### config.mk
export PLATFORM = sky130hd
export DESIGN_NAME = note_detector
export DESIGN_NICKNAME = d
export VERILOG_FILES = /design/src/rtl/note_pkg.sv /design/src/rtl/note_detector_zcd.sv /design/src/rtl/note_detector.sv
export SDC_FILE = /design/constraint.sdc
export NUM_CORES = 1
export LEC_CHECK = 0
export CAP_MARGIN = 20
export CORE_ASPECT_RATIO = 1.2
export CORE_MARGIN = 1
export CORE_UTILIZATION = 46
export DETAILED_ROUTE_END_ITERATION = 6
export PLACE_DENSITY = 0.81
export REMOVE_ABC_BUFFERS = 1
export SETUP_SLACK_MARGIN = 0.5
export SYNTH_ARGS = -nofsm -noshare
export SYNTH_HDL_FRONTEND = slang
export SYNTH_SLANG_ARGS = --single-unit
### constraint.sdc
create_clock -name clock -period 2.36 [get_ports clock]
set_input_delay 0.472 -clock clock [delete_from_list [all_inputs] [get_ports clock]]
set_output_delay 0.472 -clock clock [all_outputs]
set_load 0.02 [all_outputs]
### src/rtl/note_pkg.sv
// Shared note encodings, LED patterns and period windows for the tone generator
// and the note detector.
package note_pkg;

    typedef enum logic [1:0] {
        NOTE_NONE = 2'd0,
        NOTE_C    = 2'd1,
        NOTE_D    = 2'd2,
        NOTE_E    = 2'd3
    } note_t;

    typedef enum logic [1:0] {
        ST_IDLE   = 2'd0,
        ST_TRACK  = 2'd1,
        ST_LOCKED = 2'd2
    } det_state_t;

    localparam logic [7:0] LED_NONE = 8'b00000000;
    localparam logic [7:0] LED_C    = 8'b00000100;
    localparam logic [7:0] LED_D    = 8'b00000010;
    localparam logic [7:0] LED_E    = 8'b00000001;

    // Inclusive period windows in samples at 48 kHz
    localparam logic [7:0] E_MIN = 8'd69;
    localparam logic [7:0] E_MAX = 8'd77;
    localparam logic [7:0] D_MIN = 8'd78;
    localparam logic [7:0] D_MAX = 8'd86;
    localparam logic [7:0] C_MIN = 8'd87;
    localparam logic [7:0] C_MAX = 8'd96;

    function automatic note_t classify(input logic [7:0] p);
        if (p >= E_MIN && p <= E_MAX) return NOTE_E;
        if (p >= D_MIN && p <= D_MAX) return NOTE_D;
        if (p >= C_MIN && p <= C_MAX) return NOTE_C;
        return NOTE_NONE;
    endfunction

    function automatic logic [7:0] leds_of(input note_t n);
        case (n)
            NOTE_C:  return LED_C;
            NOTE_D:  return LED_D;
            NOTE_E:  return LED_E;
            default: return LED_NONE;
        endcase
    endfunction

endpackage

### src/rtl/note_detector_zcd.sv
// Schmitt-trigger sign tracker producing a one-cycle pulse on each rising
// crossing of an accepted sample.
module zero_cross_detector #(
    parameter int                  SAMPLE_W = 24,
    parameter logic [SAMPLE_W-1:0] HYST     = 24'h0800
) (
    input  logic                clock,
    input  logic                reset,
    input  logic                clear_i,
    input  logic                strobe_i,
    input  logic [SAMPLE_W-1:0] sample_i,
    output logic                rise_o
);

    localparam logic signed [SAMPLE_W-1:0] THR_POS = $signed(HYST);
    localparam logic signed [SAMPLE_W-1:0] THR_NEG = -THR_POS;

    logic signed [SAMPLE_W-1:0] sample_s;
    logic                       above;
    logic                       below;
    logic                       pos_q;
    logic                       pos_d;

    assign sample_s = $signed(sample_i);
    assign above    = sample_s > THR_POS;
    assign below    = sample_s < THR_NEG;

    always_comb begin
        pos_d = pos_q;
        if (clear_i)
            pos_d = 1'b0;
        else if (strobe_i && above)
            pos_d = 1'b1;
        else if (strobe_i && below)
            pos_d = 1'b0;
    end

    always_ff @(posedge clock or negedge reset) begin
        if (!reset)
            pos_q <= 1'b0;
        else
            pos_q <= pos_d;
    end

    assign rise_o = strobe_i && !clear_i && !pos_q && above;

endmodule

### src/rtl/note_detector.sv
// Pops codec ADC samples, measures the period between rising crossings and locks
// onto C5/D5/E5 after LOCK_COUNT consistent periods.
module note_detector
    import note_pkg::*;
#(
    parameter int                  SAMPLE_W   = 24,
    parameter logic [SAMPLE_W-1:0] HYST       = 24'h0800,
    parameter int                  LOCK_COUNT = 4,
    parameter int                  TIMEOUT    = 255
) (
    input  logic                clock,
    input  logic                reset,
    input  logic                enable,
    input  logic                read_ready,
    input  logic [SAMPLE_W-1:0] readdata_left,
    output logic                read,
    output logic [1:0]          note_id,
    output logic                note_valid,
    output logic [7:0]          note_leds,
    output logic [7:0]          period
);

    localparam logic [7:0] TIMEOUT_C = 8'(TIMEOUT);
    localparam logic [3:0] LOCK_C    = 4'(LOCK_COUNT);

    logic       read_q, read_d;
    logic [7:0] cnt_q, cnt_d;
    logic [7:0] period_q, period_d;
    logic [3:0] match_q, match_d;
    note_t      cand_q, cand_d;
    note_t      note_q, note_d;
    logic       valid_q, valid_d;
    det_state_t state_q, state_d;

    logic       accept;
    logic       crossing;
    logic       timeout;
    logic       lock_hit;
    logic [7:0] cnt_inc;
    note_t      cls;

    assign accept  = read_q && enable;
    assign cnt_inc = (cnt_q == 8'hFF) ? 8'hFF : cnt_q + 8'd1;
    assign cls     = classify(cnt_inc);
    // A crossing on the same sample always takes priority over silence
    assign timeout = accept && !crossing && (cnt_inc >= TIMEOUT_C);

    zero_cross_detector #(
        .SAMPLE_W (SAMPLE_W),
        .HYST     (HYST)
    ) u_zcd (
        .clock    (clock),
        .reset    (reset),
        .clear_i  (!enable),
        .strobe_i (accept),
        .sample_i (readdata_left),
        .rise_o   (crossing)
    );

    always_ff @(posedge clock or negedge reset) begin
        if (!reset) begin
            read_q   <= 1'b0;
            cnt_q    <= 8'd0;
            period_q <= 8'd0;
            match_q  <= 4'd0;
            cand_q   <= NOTE_NONE;
            note_q   <= NOTE_NONE;
            valid_q  <= 1'b0;
            state_q  <= ST_IDLE;
        end else begin
            read_q   <= read_d;
            cnt_q    <= cnt_d;
            period_q <= period_d;
            match_q  <= match_d;
            cand_q   <= cand_d;
            note_q   <= note_d;
            valid_q  <= valid_d;
            state_q  <= state_d;
        end
    end

    always_comb begin
        state_d = state_q;
        if (!enable)
            state_d = ST_IDLE;
        else if (crossing) begin
            if (state_q == ST_IDLE)
                state_d = ST_TRACK;
            else if (lock_hit)
                state_d = (cand_d != NOTE_NONE) ? ST_LOCKED : ST_TRACK;
        end else if (timeout)
            state_d = ST_IDLE;
    end

    always_comb begin
        read_d   = enable && read_ready && !read_q;
        cnt_d    = cnt_q;
        period_d = period_q;
        match_d  = match_q;
        cand_d   = cand_q;
        note_d   = note_q;
        valid_d  = valid_q;
        lock_hit = 1'b0;
        if (!enable) begin
            cnt_d    = 8'd0;
            period_d = 8'd0;
            match_d  = 4'd0;
            cand_d   = NOTE_NONE;
            note_d   = NOTE_NONE;
            valid_d  = 1'b0;
        end else if (crossing) begin
            cnt_d    = 8'd0;
            period_d = cnt_inc;
            if (state_q == ST_IDLE) begin
                match_d = 4'd0;
                cand_d  = NOTE_NONE;
            end else begin
                if (cls == cand_q)
                    match_d = (match_q >= LOCK_C) ? match_q : match_q + 4'd1;
                else begin
                    cand_d  = cls;
                    match_d = 4'd1;
                end
                // A NONE candidate reaching the count clears the outputs
                if (match_d == LOCK_C) begin
                    lock_hit = 1'b1;
                    note_d   = cand_d;
                    valid_d  = (cand_d != NOTE_NONE);
                end
            end
        end else if (accept) begin
            cnt_d = cnt_inc;
            if (timeout) begin
                match_d = 4'd0;
                note_d  = NOTE_NONE;
                valid_d = 1'b0;
            end
        end
    end

    assign read       = read_q;
    assign note_id    = note_q;
    assign note_valid = valid_q;
    assign note_leds  = leds_of(note_q);
    assign period     = period_q;

endmodule
## Word level (Yosys, flattened, before mapping)

Cells that the tools add are included.

| word-level totals | value |
|---|---|
| bits of input ports | 28 |
| bits in registers | 29 |
| output and inout port bits | 20 |

| cells by class | value |
|---|---|
| $lt $le $gt $ge | 10 |
| reduce and logical (&&, ||, !) cells | 22 |
| muxes and demuxes | 60 |
| eq/ne operators | 13 |
| $add $sub $neg | 2 |

Operators by type and width:

| kind | count |
|---|---|
| $mux W2 | 24 |
| $mux W8 | 6 |
| $mux W4 | 10 |
| $ge A8 B7 Y1 const B | 3 |
| $gt A24 B13 Y1 const B | 1 |
| $le A8 B7 Y1 const B | 3 |
| $lt A24 B12 Y1 const B | 1 |
| $mux W1 | 19 |
| $logic_and A1 B1 Y1 | 13 |
| $ne A3 B1 Y1 const B | 3 |
| $pmux W3 S3 | 1 |
| $add A8 B1 Y8 const B | 1 |
| $eq A8 B8 Y1 const B | 1 |
| $ge A8 B8 Y1 const B | 1 |
| $add A4 B1 Y4 const B | 1 |
| $eq A2 B2 Y1 const B | 2 |
| $eq A4 B3 Y1 const B | 1 |
| $ge A4 B3 Y1 const B | 1 |
| $ne A4 B2 Y1 const B | 1 |
| $reduce_and A2 Y1 | 2 |
| $reduce_and A4 Y1 | 1 |
| $reduce_bool A2 Y1 | 2 |
| $logic_not A1 Y1 | 3 |
| $ne A3 B2 Y1 const B | 1 |
| other kinds (5) | 5 |

## Depth between registers and ports, before layout

| logic depth | value |
|---|---|
| depth in word-level cells | 25 |
| depth in mapped cells | 12 |
| gate-level depth less buffers | 10 |

## By module

A second synthesis with hierarchy kept.

| second synthesis, totals | value |
|---|---|
| cell total of the unflattened synthesis | 260 |
| area, all modules | 2165.8 µm² |

Modules (own cells, without submodules):

| module | sequential area each (µm²) | times used | cells each | area an instance (µm²) |
|---|---|---|---|---|
| note_detector | 700.7 | 1 | 239 | 2028.2 |
| zero_cross_detector | 25.0 | 1 | 21 | 137.6 |

## Least setup slack after synthesis

No wires, ideal clock.

| timing | value |
|---|---|
| path type | register -> register |
| start | register cnt_q[0] |
| end | register valid_q (netlist: note_valid) |
| period minus slack after synthesis | 2.572 ns |
| path slack | -0.212 ns |
| stages on the path, launching flop included | 11 |
| data arrival time | 2.448 ns |
| required time | 2.236 ns |
| cell sequence | dfrtp_1 > ha_1 > or2b_1 > o22ai_1 > o211a_1 > a31oi_1 > or3_4 > o22a_1 > o21ai_4 > nand2_1 > a211o_1 |

| on the way | value |
|---|---|
| cells in the longest elaborated chain, start to end | 20 |
| elaborated cells between the ends (all ways) | 43 |
| those cells by class | add/sub: 1; order compare: 7; eq/ne: 5; mux: 24; reduce/logical: 6 |

Ends and longest elaborated chain:

| element | RTL line | text |
|---|---|---|
| start, declared | note_detector.sv:27 | `logic [7:0] cnt_q, cnt_d;` |
| start signal, assigned | note_detector.sv:72 | `cnt_q <= cnt_d;` |
| $add A8 B1 Y8 / $eq A8 B8 Y1 (equally long branches) | note_detector.sv:43 | `assign cnt_inc = (cnt_q == 8'hFF) ? 8'hFF : cnt_q + 8'd1;` |
| $mux W8 (*) | note_detector.sv:43 |  |
| $ge A8 B7 Y1 / $le A8 B7 Y1 (equally long branches) | note_pkg.sv:34 | `if (p >= C_MIN && p <= C_MAX) return NOTE_C;` |
| $logic_and A1 B1 Y1 | note_pkg.sv:34 |  |
| $mux W1 (2 in series) | note_pkg.sv:34 |  |
| $mux W1 | note_pkg.sv:33 | `if (p >= D_MIN && p <= D_MAX) return NOTE_D;` |
| $mux W2 | note_pkg.sv:35 | `return NOTE_NONE;` |
| $mux W2 | note_pkg.sv:34 |  |
| [... 3 more ...] | n/a |  |
| $mux W2 | note_detector.sv:114 | `if (state_q == ST_IDLE) begin` |
| $mux W2 | note_detector.sv:111 | `end else if (crossing) begin` |
| $mux W2 | note_detector.sv:104 | `if (!enable) begin` |
| $reduce_bool A2 Y1 | note_detector.sv:128 | `valid_d = (cand_d != NOTE_NONE);` |
| $mux W1 | note_detector.sv:125 | `if (match_d == LOCK_C) begin` |
| $mux W1 | note_detector.sv:114 |  |
| $mux W1 | note_detector.sv:111 |  |
| $mux W1 | note_detector.sv:104 |  |
| end signal, assigned | note_detector.sv:77 | `valid_q <= valid_d;` |
| end, declared | note_detector.sv:32 | `logic valid_q, valid_d;` |

Every way passes the cells marked *; elsewhere a longest branch is shown, timed or not. The select of a mux whose other input is x is not followed.
A chain may end at the register's enable or synchronous reset.

## Final worst setup path

| timing | value |
|---|---|
| start | register cnt_q[0] |
| end | register state_q[1] |

| on the way | value |
|---|---|
| cells in the longest elaborated chain, start to end | 24 |
| elaborated cells between the ends (all ways) | 51 |
| those cells by class | add/sub: 1; order compare: 7; eq/ne: 5; mux: 32; reduce/logical: 6 |

Ends and longest elaborated chain:

| element | RTL line | text |
|---|---|---|
| $add A8 B1 Y8 / $eq A8 B8 Y1 (equally long branches) | note_detector.sv:43 |  |
| $mux W8 (*) | note_detector.sv:43 |  |
| $ge A8 B7 Y1 / $le A8 B7 Y1 (equally long branches) | note_pkg.sv:34 |  |
| $logic_and A1 B1 Y1 | note_pkg.sv:34 |  |
| $mux W1 (2 in series) | note_pkg.sv:34 |  |
| $mux W1 | note_pkg.sv:33 |  |
| $mux W2 | note_pkg.sv:35 |  |
| $mux W2 | note_pkg.sv:34 |  |
| [... 7 more ...] | n/a |  |
| $mux W2 | note_detector.sv:111 |  |
| $mux W2 | note_detector.sv:104 |  |
| $reduce_bool A2 Y1 | note_detector.sv:90 | `state_d = (cand_d != NOTE_NONE) ? ST_LOCKED : ST_TRACK;` |
| $mux W2 | note_detector.sv:90 |  |
| $mux W2 | note_detector.sv:89 | `else if (lock_hit)` |
| $mux W2 | note_detector.sv:87 | `if (state_q == ST_IDLE)` |
| $mux W2 | note_detector.sv:86 | `else if (crossing) begin` |
| $mux W2 | note_detector.sv:84 | `if (!enable)` |
| end signal, assigned | note_detector.sv:78 | `state_q <= state_d;` |
| end, declared | note_detector.sv:33 | `det_state_t state_q, state_d;` |

Marks and branches as above.

==> impl_summary.log <==
INFO  metric leakage_power = 1.55 nW
INFO  metric cts_buffer_depth = 2
INFO  metric ys_ff_latch = 29
INFO  metric setup_repair_after_global_routing_missed_its_margin = yes
INFO  metric regToRegSetupSlack = -330 ps
INFO  metric num_rows = 27
INFO  metric grt_pass1_vias = approximately 2500
INFO  metric clk-insertion-delay-late = a little under 300 ps
INFO  metric antenna_cells_inserted = 0
INFO  metric final_layout_size_suffix_gt1_share = between 40% and 50%
INFO  metric clock-root-buffer = sky130_fd_sc_hd__clkbuf_8
INFO  metric post-route-worst-setup-slack = -334 ps
INFO  metric finalClockSkew = 8.54 ps
INFO  metric die_width = between 60 and 70 um
INFO  metric detail_route.drc_violations = 0
INFO  metric globalRouteTotalUtil = approximately 29%
INFO  metric detailed_place.area = ~2900 um2
INFO  metric path_category_of_the_worst_min_delay_check = register to register
INFO  metric timing.rr.start = cnt_q[0]
INFO  metric number_of_different_library_cells_in_the_post_synthesis_netlist = 67
INFO  metric crit_type = register to register
INFO  metric timing.hold.worst_endpoint = period[4]
INFO  metric start_kind = register
INFO  metric antenna_found_initial = 0
INFO  metric fill_cell_instance_count_of_the_final_layout = about 300
INFO  metric vdd_drop_max = ~0.00035 V
INFO  metric min_delay_path_depth = 2
INFO  metric reg2reg_to = state_q[1]
INFO  metric firstDrtPassIters = 4
INFO  metric numPortBuffers = 42
INFO  metric floorplan_core_area = between 4000 and 5000 um2
INFO  metric synth_ff_type = sky130_fd_sc_hd__dfrtp_1
INFO  metric crit_slowest_cell = sky130_fd_sc_hd__dfrtp_1
INFO  metric global_route.overflow_total = 0
INFO  metric synthesis.yosys.warnings = 0
INFO  metric layout-area-overhead-vs-synth = 58.5%
INFO  metric timing.fmax = roughly 0.37 GHz
INFO  metric clock_tree.htree_level_count = 2
INFO  metric path_clk_slew = 70 ps
INFO  metric dp_hpwl = 4400 um
INFO  metric endpoint_kind = register
INFO  metric cpLargestDelayFamily = compound AO/OA/AOI/OAI gates
INFO  metric drv.max_cap_violation_count = 0
INFO  metric postLayoutCoreUtil = approximately three quarters
INFO  metric cts_tree = done
INFO  metric netlist_instances = about 260
INFO  metric synth.yosys.seq_area_share = between 30% and 40%
INFO  metric design.final.nets = 388
INFO  metric path_length_in_cells_of_the_critical_path = 11
INFO  metric global_route_wire_length_before_repair = about 11000 um
INFO  metric worst-path-buf-inv = 1
INFO  metric finalHoldViolCount = 0
INFO  metric failed_checks = setup timing
INFO  metric timing_max_transition_violations_final = 0
INFO  metric worst_hold_startpoint = period[4]
INFO  metric finish.instance_area = between 3000 and 4000 um2
INFO  metric postSynth.asyncResetShare = 100%
INFO  metric grt_max_degree = 30
INFO  metric synth_enable_flop_cells = 0
INFO  metric dpl.cell_count = roughly 390
INFO  metric cts_num_sinks = 29
INFO  metric r2r.worst_path.cells = 11
INFO  metric route.antenna.remaining_nets = 0
INFO  metric floorplan.initialDensity = between 40% and 50%
INFO  metric finalWirelength = 7870 um
INFO  metric arrival = 2910 ps
INFO  metric final_cells = between 400 and 500
INFO  metric worstPathCellList = ha_4 -> or2b_1 -> o22ai_2 -> o211a_1 -> a31oi_4 -> or3_4 -> o22a_1 -> o21ai_4 -> buf_4 -> a32oi_1 -> o21ai_1
INFO  metric cts_hold_buffers = 0
INFO  metric routedWlPerCell = 18.9 um
INFO  metric run_status = complete, but fails checks
INFO  metric timing.critical_path.fanout_max = 8
INFO  metric floorplan.die_area = 5010 um2
INFO  metric timing.final.crit_share = 114%
INFO  metric avgViaCountPerCell = just over 6
INFO  metric via_count = about 2600
INFO  metric worst_path_largest_cell_delay = 420 ps
INFO  metric finalWorstPathRequiredPeriod = about 2700 ps
INFO  metric power-per-cell-area = roughly 360 nW/um2
INFO  metric critPathLaunch = cnt_q[0]
INFO  metric worst_ep_required_time = 2580 ps
INFO  metric final_count_of_negative_setup_slack_endpoints = 9
INFO  metric postSynthAreaPerCell = ~8.4 um2
INFO  metric numCtsBuffers = 5
INFO  metric die_h = ~77 um
INFO  metric dr.first_iter.drc_count = between 150 and 200
INFO  metric routabilityCongestion = roughly 0.88
INFO  metric post_synth_instance_area = approximately 2200 um2
INFO  metric ios = 48
[cells in the mapped netlist (all sizes together) (2+ instances only)]
master	count	share of area [%]
or2b	2	0.69
a32o	3	1.4
buf	14	5.2
or2	3	0.86
xnor2	4	2.0
o21ai	10	2.8
nor2b	2	0.57
inv	6	1.0
o211ai	2	0.69
o31ai	4	1.4
a21oi	15	3.6
nand4b	4	1.6
nor4	5	1.4
a31oi	6	1.7
mux2i	5	2.3
nor2	25	4.3
nand4	5	1.4
and2	5	1.6
o21a	3	1.1
a21o	3	1.0
xor2	2	0.80
a211o	3	1.2
or3	2	0.80
o311ai	2	0.80
nor3	5	1.1
nand3b	3	1.2
o22ai	3	0.86
clkbuf	9	1.6
dfrtp	29	33
nand2	26	4.5
ha	2	1.1
nand3	18	4.4
and3	4	1.6
nand2b	5	1.4
a22o	2	0.80
[cell families (layout without fill, tap and decap cells)]
group	count (synthesis)	after routing	share of synthesized area [%]
adders and majority gates	2	2	1.15
and+or+nand+nor	119	119	30.0
xor gates and xnor gates	6	6	2.76
buffers and inverters	29	126	7.76
other	1	5	0.172
muxes	6	6	2.82
AOI/OAI and AO/OA	66	66	22.0
DFF	29	29	33.3
[layer usage]
metal	global-route usage (%)	wire length, um	up-vias	share of wire (%)
met5	0	0	-	0
met4	19.8	409	0	5.2
met3	6.91	417	40	5.3
met2	50.8	4160	129	53
met1	28.9	2880	1241	37
li1	-	-	1145	-
[final cells by class]
cell class                      instances  area, um2  area share (%)
Multi-Input combinational cell        204       1590            46.0
Timing Repair Buffer                  112        925            26.8
Sequential cell                        29        727            21.1
Clock buffer                            7       86.3            2.50
Tap cell                               58       72.6            2.10
Clock inverter                          1       30.0           0.870
Inverter                                6       22.5           0.653
[power breakdown]
group          internal (mW)  leakage (nW)  switching (mW)
Sequential             0.503         0.401         0.00757
Combinational         0.0756          1.09          0.0966
Clock                  0.344        0.0585           0.204
Total                  0.923          1.55           0.308
[stage by stage]
| stage | TNS, ps | setup WS, ps | hold WS [ps] | total power, mW |
|---|---|---|---|---|
| 6_report | -2210 | -334 | 537 | 1.23 |
| 4_1_cts | -1190 | -241 | 518 | 1.21 |
| 3_5_place_dp | -3030 | -312 | 501 | 0.667 |
| 5_1_grt | -3050 | -418 | 561 | 1.26 |
| 3_3_place_gp | -2480 | -299 | 492 | 0.664 |
| 2_1_floorplan | -1150 | -249 | 176 | 0.568 |
[registers in the layout (all words and copies together) (netlist names)]
signal,cells
cand_q,2
cnt_q,8
match_q,4
note_id,2
note_valid,1
period,8
read,1
state_q,2
u_zcd.pos_q,1
[cells in the final DEF (no fill, tap or decap), types with 3 or more instances in the layout]
cell type,n
sky130_fd_sc_hd__nand3_1,15
sky130_fd_sc_hd__conb_1,5
sky130_fd_sc_hd__a21oi_1,10
sky130_fd_sc_hd__nand4b_1,4
sky130_fd_sc_hd__mux2i_1,5
sky130_fd_sc_hd__buf_6,6
sky130_fd_sc_hd__buf_2,12
sky130_fd_sc_hd__clkbuf_8,6
sky130_fd_sc_hd__a32o_1,3
sky130_fd_sc_hd__a21o_1,3
sky130_fd_sc_hd__nor3_1,3
sky130_fd_sc_hd__clkdlybuf4s15_1,7
sky130_fd_sc_hd__a21oi_2,4
sky130_fd_sc_hd__nand4_1,5
sky130_fd_sc_hd__nand2_1,23
sky130_fd_sc_hd__a211o_1,3
sky130_fd_sc_hd__nor4_4,3
sky130_fd_sc_hd__buf_4,61
sky130_fd_sc_hd__and2_1,3
sky130_fd_sc_hd__inv_1,4
sky130_fd_sc_hd__nand3_2,3
sky130_fd_sc_hd__dfrtp_1,28
sky130_fd_sc_hd__o21ai_0,6
sky130_fd_sc_hd__dlygate4sd2_1,7
sky130_fd_sc_hd__a31oi_1,3
sky130_fd_sc_hd__clkbuf_2,3
sky130_fd_sc_hd__nor2_1,24
sky130_fd_sc_hd__clkdlybuf4s50_1,13
sky130_fd_sc_hd__nand2b_1,4
sky130_fd_sc_hd__and3_4,3
[how the worst max path moves through the flow]
stage | slack (ps) | end
6_report | -330 | state_q[1]
5_1_grt | -420 | state_q[1]
2_1_floorplan | -250 | note_valid
4_1_cts | -240 | note_valid
3_5_place_dp | -310 | note_valid
3_3_place_gp | -300 | note_valid
[what timing repair did]
action,4_1_cts,5_1_grt
gates resized for setup,100,41
setup buffers,10,12
setup endpoints to repair,31,24
gates cloned,1,0
pin swaps,17,22
[tightest hold or removal path: cells and delay by family, from the launching register on]
kind	cells	cell delay, ps
flops	1	370
simple gates	2	140
Note: power is estimated with default switching activity, not from simulation.
